**config.mk**
```make
export PLATFORM = sky130hd
export DESIGN_NAME = alu_share_arbiter
export DESIGN_NICKNAME = d
export VERILOG_FILES = /design/src/rtl/alu_share_arbiter.sv
export SDC_FILE = /design/constraint.sdc
export NUM_CORES = 1
export LEC_CHECK = 0
export CORE_AREA = 8 8 128 130
export DETAILED_ROUTE_END_ITERATION = 10
export DIE_AREA = 0 0 136 138
export GPL_ROUTABILITY_DRIVEN = 0
export HOLD_SLACK_MARGIN = 0.05
export PLACE_DENSITY = 0.67
export SLEW_MARGIN = 20
export SYNTH_ARGS = -nofsm -noshare
export SYNTH_HDL_FRONTEND = slang
export SYNTH_SLANG_ARGS = --single-unit
```
**constraint.sdc**
```tcl
create_clock -name clk -period 7.1 [get_ports clk]
set_clock_uncertainty 0.2 [all_clocks]
set_input_delay 1.42 -clock clk [delete_from_list [all_inputs] [get_ports clk]]
set_output_delay 1.42 -clock clk [all_outputs]
set_load 0.02 [all_outputs]
```
**src/rtl/alu_share_arbiter.sv**
```systemverilog
// Round-robin arbiter sharing one ALU operand/result stream pair among NUM_REQ requesters.
// Optional per-requester issue counters are compiled in when ALU_ARB_STATS_EN is defined.
module alu_share_arbiter #(
  parameter int NUM_REQ     = 4,
  parameter int LVAL_SIZE   = 16,
  parameter int RVAL_SIZE   = 16,
  parameter int RESULT_SIZE = 32,
  parameter int TAG_DEPTH   = 4
) (
  input  logic                           clk,
  input  logic                           rst,
  input  logic [NUM_REQ*LVAL_SIZE-1:0]   s_req_lval_tdata,
  input  logic [NUM_REQ*RVAL_SIZE-1:0]   s_req_rval_tdata,
  input  logic [NUM_REQ-1:0]             s_req_tvalid,
  output logic [NUM_REQ-1:0]             s_req_tready,
  output logic [LVAL_SIZE-1:0]           m_lval_tdata,
  output logic                           m_lval_tvalid,
  input  logic                           m_lval_tready,
  output logic [RVAL_SIZE-1:0]           m_rval_tdata,
  output logic                           m_rval_tvalid,
  input  logic                           m_rval_tready,
  input  logic [RESULT_SIZE-1:0]         s_res_tdata,
  input  logic                           s_res_tvalid,
  output logic                           s_res_tready,
  output logic [NUM_REQ*RESULT_SIZE-1:0] m_res_tdata,
  output logic [NUM_REQ-1:0]             m_res_tvalid,
  input  logic [NUM_REQ-1:0]             m_res_tready,
`ifdef ALU_ARB_STATS_EN
  output logic [NUM_REQ*32-1:0]          stat_grant_cnt,
`endif
  output logic                           err_orphan
);

  localparam int GW = (NUM_REQ > 1) ? $clog2(NUM_REQ) : 1;
  localparam int PW = $clog2(TAG_DEPTH);
  localparam int CW = PW + 1;

  typedef enum logic {ARB, ISSUE} state_t;

  state_t              state_reg;
  logic [GW-1:0]       grant_reg;
  logic [GW-1:0]       last_reg;
  logic [CW-1:0]       count_reg;
  logic [PW-1:0]       wr_ptr_reg;
  logic [PW-1:0]       rd_ptr_reg;
  logic [GW-1:0]       tag_mem [TAG_DEPTH];
  logic                err_orphan_reg;

  logic [LVAL_SIZE-1:0] lval_slice [NUM_REQ];
  logic [RVAL_SIZE-1:0] rval_slice [NUM_REQ];

  logic                arb_found;
  logic [GW-1:0]       arb_pick;
  logic [GW-1:0]       scan_idx;
  logic                issue_valid;
  logic                issue_fire;
  logic                fifo_empty;
  logic [GW-1:0]       owner;
  logic                owner_valid;
  logic                res_fire;
  logic                bypass;
  logic                push;
  logic                pop;

  genvar gi;
  generate
    for (gi = 0; gi < NUM_REQ; gi++) begin : g_req
      assign lval_slice[gi] = s_req_lval_tdata[gi*LVAL_SIZE +: LVAL_SIZE];
      assign rval_slice[gi] = s_req_rval_tdata[gi*RVAL_SIZE +: RVAL_SIZE];
      assign m_res_tdata[gi*RESULT_SIZE +: RESULT_SIZE] = s_res_tdata;
      assign m_res_tvalid[gi] = s_res_tvalid && owner_valid && (owner == GW'(gi));
      assign s_req_tready[gi] = issue_fire && (grant_reg == GW'(gi));
    end
  endgenerate

  // Scan starts one past the last served requester and wraps.
  always_comb begin
    arb_found = 1'b0;
    arb_pick  = last_reg;
    scan_idx  = last_reg;
    for (int k = 0; k < NUM_REQ; k++) begin
      scan_idx = (scan_idx == GW'(NUM_REQ - 1)) ? '0 : scan_idx + GW'(1);
      if (!arb_found && s_req_tvalid[scan_idx]) begin
        arb_found = 1'b1;
        arb_pick  = scan_idx;
      end
    end
  end

  assign issue_valid   = (state_reg == ISSUE) && s_req_tvalid[grant_reg];
  assign m_lval_tvalid = issue_valid;
  assign m_rval_tvalid = issue_valid;
  assign m_lval_tdata  = lval_slice[grant_reg];
  assign m_rval_tdata  = rval_slice[grant_reg];
  assign issue_fire    = issue_valid && m_lval_tready && m_rval_tready;

  // With no tags outstanding, the op in ISSUE owns the result so a
  // combinational ALU can complete in the same cycle it is issued.
  assign fifo_empty   = (count_reg == '0);
  assign owner        = fifo_empty ? grant_reg : tag_mem[rd_ptr_reg];
  assign owner_valid  = !fifo_empty || (state_reg == ISSUE);
  assign s_res_tready = owner_valid && m_res_tready[owner];
  assign res_fire     = s_res_tvalid && s_res_tready;
  assign bypass       = fifo_empty && issue_fire && res_fire;
  assign push         = issue_fire && !bypass;
  assign pop          = res_fire && !fifo_empty;
  assign err_orphan   = err_orphan_reg;

  always_ff @(posedge clk or negedge rst) begin
    if (!rst) begin
      state_reg <= ARB;
      grant_reg <= '0;
      last_reg  <= GW'(NUM_REQ - 1);
    end else begin
      case (state_reg)
        ARB: begin
          if (arb_found && (count_reg < CW'(TAG_DEPTH))) begin
            grant_reg <= arb_pick;
            state_reg <= ISSUE;
          end
        end
        ISSUE: begin
          if (issue_fire) begin
            last_reg  <= grant_reg;
            state_reg <= ARB;
          end
        end
        default: state_reg <= ARB;
      endcase
    end
  end

  always_ff @(posedge clk or negedge rst) begin
    if (!rst) begin
      count_reg  <= '0;
      wr_ptr_reg <= '0;
      rd_ptr_reg <= '0;
    end else begin
      if (push) wr_ptr_reg <= wr_ptr_reg + PW'(1);
      if (pop)  rd_ptr_reg <= rd_ptr_reg + PW'(1);
      case ({push, pop})
        2'b10:   count_reg <= count_reg + CW'(1);
        2'b01:   count_reg <= count_reg - CW'(1);
        default: count_reg <= count_reg;
      endcase
    end
  end

  always_ff @(posedge clk) begin
    if (push) tag_mem[wr_ptr_reg] <= grant_reg;
  end

  always_ff @(posedge clk or negedge rst) begin
    if (!rst) begin
      err_orphan_reg <= 1'b0;
    end else if (s_res_tvalid && !owner_valid) begin
      err_orphan_reg <= 1'b1;
    end
  end

`ifdef ALU_ARB_STATS_EN
  generate
    for (gi = 0; gi < NUM_REQ; gi++) begin : g_stat
      logic [31:0] cnt_reg;
      always_ff @(posedge clk or negedge rst) begin
        if (!rst) begin
          cnt_reg <= '0;
        end else if (s_req_tready[gi] && (cnt_reg != 32'hFFFF_FFFF)) begin
          cnt_reg <= cnt_reg + 32'd1;
        end
      end
      assign stat_grant_cnt[gi*32 +: 32] = cnt_reg;
    end
  endgenerate
`endif

endmodule

```
==> results of run 1 <==
-- metrics by stage --
step	area [um^2]	power (uW)	setup slack, ns	cells
after floorplan	3219	1036	2.571	321
after global placement	4250	1334	1.559	543
after detailed placement	4250	1349	1.502	543
after CTS	4333	1473	1.503	547
after global routing	4333	1549	1.412	547
final	4333	1452	1.560	547
-- area by class of cell --
type	instances	area, um^2
Fill cell	1440	9981
Timing Repair Buffer	186	1857
Multi-Input combinational cell	142	1555
Sequential cell	21	570.5
Tap cell	184	230.2
Clock buffer	3	75.07
Inverter	10	37.54
Clock inverter	1	7.507
-- worst max-delay path: stages --
cell and delay [ns]:
sky130_fd_sc_hd__clkdlybuf4s50_1 0.68, sky130_fd_sc_hd__mux4_2 0.31, sky130_fd_sc_hd__and2_1 0.32, sky130_fd_sc_hd__and3_1 0.34, sky130_fd_sc_hd__nand2_1 0.10, sky130_fd_sc_hd__nor2_1 0.12
sky130_fd_sc_hd__clkdlybuf4s50_1 0.62
-- synthesized netlist by cell type, types with 3 or more instances --
master and number:
sky130_fd_sc_hd__ha_1 6, sky130_fd_sc_hd__mux2i_1 7, sky130_fd_sc_hd__nor2_1 12, sky130_fd_sc_hd__o21ai_0 5
sky130_fd_sc_hd__a21oi_1 3, sky130_fd_sc_hd__and2_1 6, sky130_fd_sc_hd__clkbuf_1 12, sky130_fd_sc_hd__edfxtp_1 8
sky130_fd_sc_hd__xor2_1 3, sky130_fd_sc_hd__o31ai_1 5, sky130_fd_sc_hd__buf_2 3, sky130_fd_sc_hd__nor3_1 5
sky130_fd_sc_hd__dfrtp_1 11, sky130_fd_sc_hd__nor3b_1 5, sky130_fd_sc_hd__mux4_2 35, sky130_fd_sc_hd__inv_1 10
sky130_fd_sc_hd__nand2_1 13, sky130_fd_sc_hd__xnor2_1 4, sky130_fd_sc_hd__a211oi_1 3, sky130_fd_sc_hd__buf_4 129
-- layer usage --
metal,track usage,vias to the layer above
met2,0.2112,157
li1,-,1098
met5,0,-
met4,0.04222,2
met3,0.04457,20
met1,0.1025,1146
-- path summary, 6_finish.rpt --
| check | start | endpoint | slack (ns) | cells past startpoint |
|---|---|---|---|---|
| setup / recovery | s_req_tvalid[2] | s_req_tready[1] | 1.56 | 7 |
| max in group asynchronous | rst | grant_reg[0] | 4.91 | 1 |
| hold reg to reg | err_orphan | err_orphan | 0.28 | 1 |
| setup reg to reg | count_reg[2] | count_reg[2] | 3.83 | 10 |
| min in group asynchronous | rst | count_reg[0] | 1.35 | 1 |
| hold / removal | err_orphan | err_orphan | 0.28 | 1 |
-- where the power goes --
part | internal (uW) | switching [uW]
clock network | 76.2 | 43.9
logic | 560 | 534
registers | 180 | 58.2
-- kinds of logic after synthesis --
group	share of synthesized area
xor gates and xnor gates	0.01904
and+or+nand+nor	0.08667
AOI/OAI and AO/OA	0.06957
muxes	0.2783
buffers and inverters	0.3405
DFF	0.1764
adders and majority gates	0.02954
==> out/metrics.sh, run 1 <==
YOSYSTOPAREACELL='sky130_fd_sc_hd__buf_4'
LAYOUT.CORE_UTILIZATION=0.3027
ROUTED_WL_UM=11490
POST_ROUTE_CELLS_DRIVE_ABOVE_1_SHARE=0.1377
CTS.REPAIR_TIMING.SETUP_BUFFER_COUNT=0
ANTENNA_LEFT=0
ROWS=44
CRIT_TYPE='in2out'
WORSTMARGINPINSLEW_NS=0.7518
CORE-AREA_UM2=14310
MAX_CAP_VIOLATIONS=0
GRT_START_MAX_NET_PINS=47
CLOCK_TREE.HTREE_LEVEL_COUNT=1
IR_WORST_VDD_V=0.00009582
CTS_TREE='done'
SETUP_TNS_NS=0
HEIGHT_OF_THE_DIE_UM=138
CTSLONGESTPATHBUFFERS=2
LEADING_CELL_TYPES_IN_THE_LAYOUT_FILL_AND_TAPS_EXCLUDED='184 x sky130_fd_sc_hd__clkdlybuf4s50_1, 35 x sky130_fd_sc_hd__mux4_2, 13 x sky130_fd_sc_hd__nand2_1, 12 x sky130_fd_sc_hd__nor2_1, 10 x sky130_fd_sc_hd__inv_1'
LAYOUT_WORST_PATH_CYCLE_SHARE=0.7802
SYNTHESIS_TO_FINISH_AREA_GROWTH_PCT=34.59
REPORT.FINAL.SLEW_VIOL_COUNT=0
YS_TYPES=48
SYNTH_SEQ_AREA_SHARE=0.1764
SYN_NETS=501
VIA_COUNT_OF_THE_FIRST_GLOBAL_ROUTING_PASS=2650
STATUS='completed'
RSZ0062_AT_GRT='no'
LARGEST_REGISTER_FF_COUNT=8
INITIAL_CORE_UTIL=0.2249
MET3_WIRELENGTH_UM=1456
CHIPWIDTH_UM=136
SYNTH_CELLS=321
TOPROUTINGLAYERUSED='met5'
ANTENNA_CELLS=0
WORST_HOLD_PATH_TYPE='reg2reg'
DR.FIRST_ITER.DRC_COUNT=140
GRTUSAGETOTAL=0.1114
REPORT.FINAL.SETUP_VIOL=0
SYNTHDOMINANTCELLAREASHARE=0.3008
CRITICAL_PATH_PEAK_FANOUT=12
REPORT.FINAL.HOLD_VIOL_COUNT=0
BUFFERS_ADDED_ON_PORTS=184
WIRELENGTH_MET1_UM=3704
HPWL_UM=9969
INSERTION_DELAY_NS=0.25
FINAL_COMMON_CELL='sky130_fd_sc_hd__clkdlybuf4s50_1'
SYNTH_FLOP_CELL='sky130_fd_sc_hd__dfrtp_1'
CRITPATHREQUIREDTIME_NS=5.48
GRT_PASS1_WL_UM=16300
CP-END-KIND='primary output'
WORST_SETUP_PATH_START_KIND='input port'
CTS-ROOT-BUF='sky130_fd_sc_hd__clkbuf_16'
SYNTH.AREA.TOP_CELLS='sky130_fd_sc_hd__buf_4 30%, sky130_fd_sc_hd__mux4_2 24%, sky130_fd_sc_hd__dfrtp_1 8.6%'
ASYNC_FLOP_SHARE=0.6190
OVERFLOW=0
DR_WL_MET2_UM=6026
TIMING.MAX_SLEW.REL_SLACK=0.4988
POST-ROUTE-MIN-PERIOD_NS=5.540
COUNT_OF_HOLD_BUFFERS_INSERTED_BY_POST_CTS_REPAIR=0
DRT_PASS1_ITERATIONS=4
WORST_EP_ARRIVAL_TIME_NS=3.92
DIEAREA_UM2=18770
DETAIL_ROUTE.DRC_VIOLATIONS=0
POST_CTS_RESIZED=0
NUMCLOCKSINKS=21
POWER.DENSITY_nW_PER_UM2=335.2
STATIC-LEAKAGE-POWER_uW=0.001561
CLK_TRANSITION_REPORTED_PATHS_NS=0.06
MAXCLOCKFREQUENCY_MHz=180.5
FIN_WORST_HOLD_SLACK_NS=0.2769
NUM-NETS-FINAL=544
SYN_AREA_UM2=3219
ROUTED-VIA-COUNT=2423
CTS_MADE_BUFFERS=3
SYNTH-EDFF-COUNT=8
SYN_AVG_CELL_AREA_UM2=10.03
IO-PIN-COUNT=345
SYNTH.FF_LATCH_COUNT=21
SYNTH_WARNINGS=0
GRT_ANTENNA_BEFORE_REPAIR=1
ROUTE.DETAILED.WL_PER_INST_UM=21.00
DRT-VIAS-PER-INSTANCE=4.430
(Power assumes the default switching activity.)
==> run 2: changes to the inputs <==
- clock period: 7.1 -> 5.7 ns (I/O delays scaled with it)
==> out/metrics.sh, run 2 (synthesis gave the netlist of run 1 again) <==
ROUTE.DETAILED.WL_PER_INST_UM=21.37  # +1.8%
GRT_PASS1_WL_UM=16470  # +1.1%
CTSLONGESTPATHBUFFERS=2  # unchanged
CTS.REPAIR_TIMING.SETUP_BUFFER_COUNT=0  # unchanged
POST-ROUTE-MIN-PERIOD_NS=4.944
CTS_MADE_BUFFERS=3  # unchanged
HOLD-PATH-ENDPOINT='err_orphan'
TIMING.REG2REG.SETUP_SLACK_NS=2.15  # -1.68 ns
STATIC-LEAKAGE-POWER_uW=0.001561  # about the same
INITIAL_CORE_UTIL=0.2249  # unchanged
ROWS=44  # unchanged
REPORT.FINAL.SLEW_VIOL_COUNT=0  # unchanged
SETUP_TNS_NS=0  # unchanged
CLOCK_TREE.HTREE_LEVEL_COUNT=1  # unchanged
LEADING_CELL_TYPES_IN_THE_LAYOUT_FILL_AND_TAPS_EXCLUDED='184 x sky130_fd_sc_hd__clkdlybuf4s50_1, 35 x sky130_fd_sc_hd__mux4_2, 13 x sky130_fd_sc_hd__nand2_1, 12 x sky130_fd_sc_hd__nor2_1, 10 x sky130_fd_sc_hd__inv_1'
R2R.WORST_PATH.CELLS=11  # +1
CP.BUFFERS_INVERTERS=2  # unchanged
DETAIL_ROUTE.DRC_VIOLATIONS=0  # unchanged
WORST_EP_ARRIVAL_TIME_NS=3.60  # -0.32 ns
WORST_HOLD_PATH_TYPE='reg2reg'
NUMCLOCKSINKS=21  # unchanged
IO-PIN-COUNT=345  # unchanged
IR_WORST_VDD_V=0.0001344  # +40%
BUFFERS_ADDED_ON_PORTS=184  # unchanged
CRITPATHREQUIREDTIME_NS=4.36  # -1.12 ns
CTS_TREE='done'
WORST_PATH_LARGEST_CELL_DELAY_NS=0.70  # +0.02 ns
ANTENNA_LEFT=0  # unchanged
DRT_PASS1_ITERATIONS=6  # +2
HEIGHT_OF_THE_DIE_UM=138  # unchanged
WORST_SETUP_PATH_START_KIND='input port'
SWITCHINGPOWER_uW=796.4  # +25%
CRIT_TYPE='in2out'
CRITICAL_PATH_CELL_COUNT=7  # unchanged
HPWL_UM=9927  # -0.42%
CORE-AREA_UM2=14310  # unchanged
CLK_TRANSITION_REPORTED_PATHS_NS=0.06  # about the same
CRITICAL-PATH-TOP-CELL-BY-COUNT='sky130_fd_sc_hd__clkdlybuf4s50_1'
FINAL_COMMON_CELL='sky130_fd_sc_hd__clkdlybuf4s50_1'
CRIT_PATH_LEADING_DELAY_FAMILY='buffers and inverters'
LAYOUT_WORST_PATH_CYCLE_SHARE=0.8674
REPORT.FINAL.HOLD_VIOL_COUNT=0  # unchanged
FINAL-INSTANCE-COUNT-EXCL-FILL=548  # +0.18%
SWSHARE=0.4391  # +0.001429
WORSTHOLDSTART='err_orphan'
CRITICAL_PATH_PEAK_FANOUT=12  # unchanged
CP-END-KIND='primary output'
P_INT_uW=1017  # +25%
INSERTION_DELAY_NS=0.25  # about the same
MAXCLOCKFREQUENCY_MHz=202.3
PATH_CELLS='clkdlybuf4s50_1 > mux4_2 > and2_1 > and3_1 > nand2_1 > nor2_1 > clkdlybuf4s50_1'
ROUTED-VIA-COUNT=2453  # +1.2%
VIA_COUNT_OF_THE_FIRST_GLOBAL_ROUTING_PASS=2709  # +2.2%
STATUS='completed'
ROUTED_WL_UM=11710  # +2.0%
MAX_CAP_VIOLATIONS=0  # unchanged
SEQ_POWER_SHARE=0.180  # +0.016
POST-PLACE-WS_NS=0.7443  # -0.7578 ns
NUM-NETS-FINAL=544  # unchanged
LAYOUT.CORE_UTILIZATION=0.3029  # about the same
POST_CTS_RESIZED=0  # unchanged
SYNTHESIS_TO_FINISH_AREA_GROWTH_PCT=34.67  # about the same
CHIPWIDTH_UM=136  # unchanged
TIMING.MAX_SLEW.REL_SLACK=0.5409  # +0.04209
SHARE_CLK_OF_TOTAL_POWER=0.084  # about the same
POSTLAYOUTSETUPSLACKWORST_NS=0.7559  # -0.8045 ns
WORST_R2R_ENDPOINT='count_reg[2]'
CTS-ROOT-BUF='sky130_fd_sc_hd__clkbuf_16'
DRT-VIAS-PER-INSTANCE=4.476  # +1.1%
GRTUSAGETOTAL=0.1131  # +0.001738
OVERFLOW=0  # unchanged
RSZ0062_AT_GRT='no'
GRT_START_MAX_NET_PINS=47  # unchanged
WORST_HOLD_PATH_DEPTH=1  # unchanged
POWER.SHARE.COMBINATIONAL=0.736  # -0.017
DR.FIRST_ITER.DRC_COUNT=156  # +11%
LARGEST_REGISTER_FF_COUNT=8  # unchanged
CRITICAL_PATH.REG2REG.STARTPOINT='grant_reg[0]'
REPORT.FINAL.SETUP_VIOL=0  # unchanged
WORST_PATH_MAX_DELAY_CELL='sky130_fd_sc_hd__clkdlybuf4s50_1'
DIEAREA_UM2=18770  # unchanged
WORSTMARGINPINSLEW_NS=0.6887  # -0.06314 ns
PLACED_CELLS=543  # unchanged
COUNT_OF_HOLD_BUFFERS_INSERTED_BY_POST_CTS_REPAIR=0  # unchanged
POST_ROUTE_CELLS_DRIVE_ABOVE_1_SHARE=0.1377  # unchanged
POWER.DENSITY_nW_PER_UM2=418.3  # +25%
GRT_ANTENNA_BEFORE_REPAIR=2  # +1
run 2: how the worst max path moves through the flow:
stage,start,to
after floorplan,s_req_tvalid[3],s_req_tready[2]
after global placement,s_req_tvalid[2],s_req_tready[1]
after detailed placement,s_req_tvalid[2],s_req_tready[1]
after CTS,s_req_tvalid[2],s_req_tready[1]
after global routing,s_req_tvalid[2],s_req_tready[1]
final,s_req_tvalid[2],s_req_tready[1]
run 2: power by group through the flow:
| stage | combinational (uW) | clock, uW | sequential, uW |
|---|---|---|---|
| after floorplan | 1030 | 0 | 263 |
| after global placement | 1330 | 0 | 328 |
| after global routing | 1430 | 161 | 340 |
| final | 1330 | 152 | 327 |
| after CTS | 1350 | 155 | 331 |
| after detailed placement | 1350 | 0 | 333 |
run 2: metal layers:
metal  track usage  routed length [um]  vias to the layer above
met5             0                  13                        -
met4       0.03355                 190                        2
met3       0.04239                1476                       18
met2        0.2221                6340                      161
met1        0.1030                3692                     1175
li1              -                   -                     1097
run 2: final cells by class:
cell class | count | area [um^2]
Inverter | 10 | 37.54
Clock inverter | 1 | 7.507
Tap cell | 184 | 230.2
Fill cell | 1431 | 9978
Timing Repair Buffer | 186 | 1857
Sequential cell | 21 | 570.5
Antenna cell | 1 | 2.502
Multi-Input combinational cell | 142 | 1555
Clock buffer | 3 | 75.07
run 2: worst reg2reg max path, delay by kind of cell (launching register included):
kind / cells / cell delay, ns
buf+inv: 2 / 0.14
simple gates: 3 / 0.68
flops: 1 / 0.81
xor+xnor: 2 / 0.30
compound gates: 1 / 0.20
mux: 1 / 0.60
fa+ha+maj: 2 / 0.56
run 2: per-stage QoR:
step           power [uW]  cell area, um^2  hold WS, ns
6_report             1813             4335       0.2732
5_1_grt              1927             4335       0.2959
4_1_cts              1837             4333       0.2824
3_5_place_dp         1680             4250       0.2711
3_3_place_gp         1658             4250       0.2509
2_1_floorplan        1290             3219       0.2412
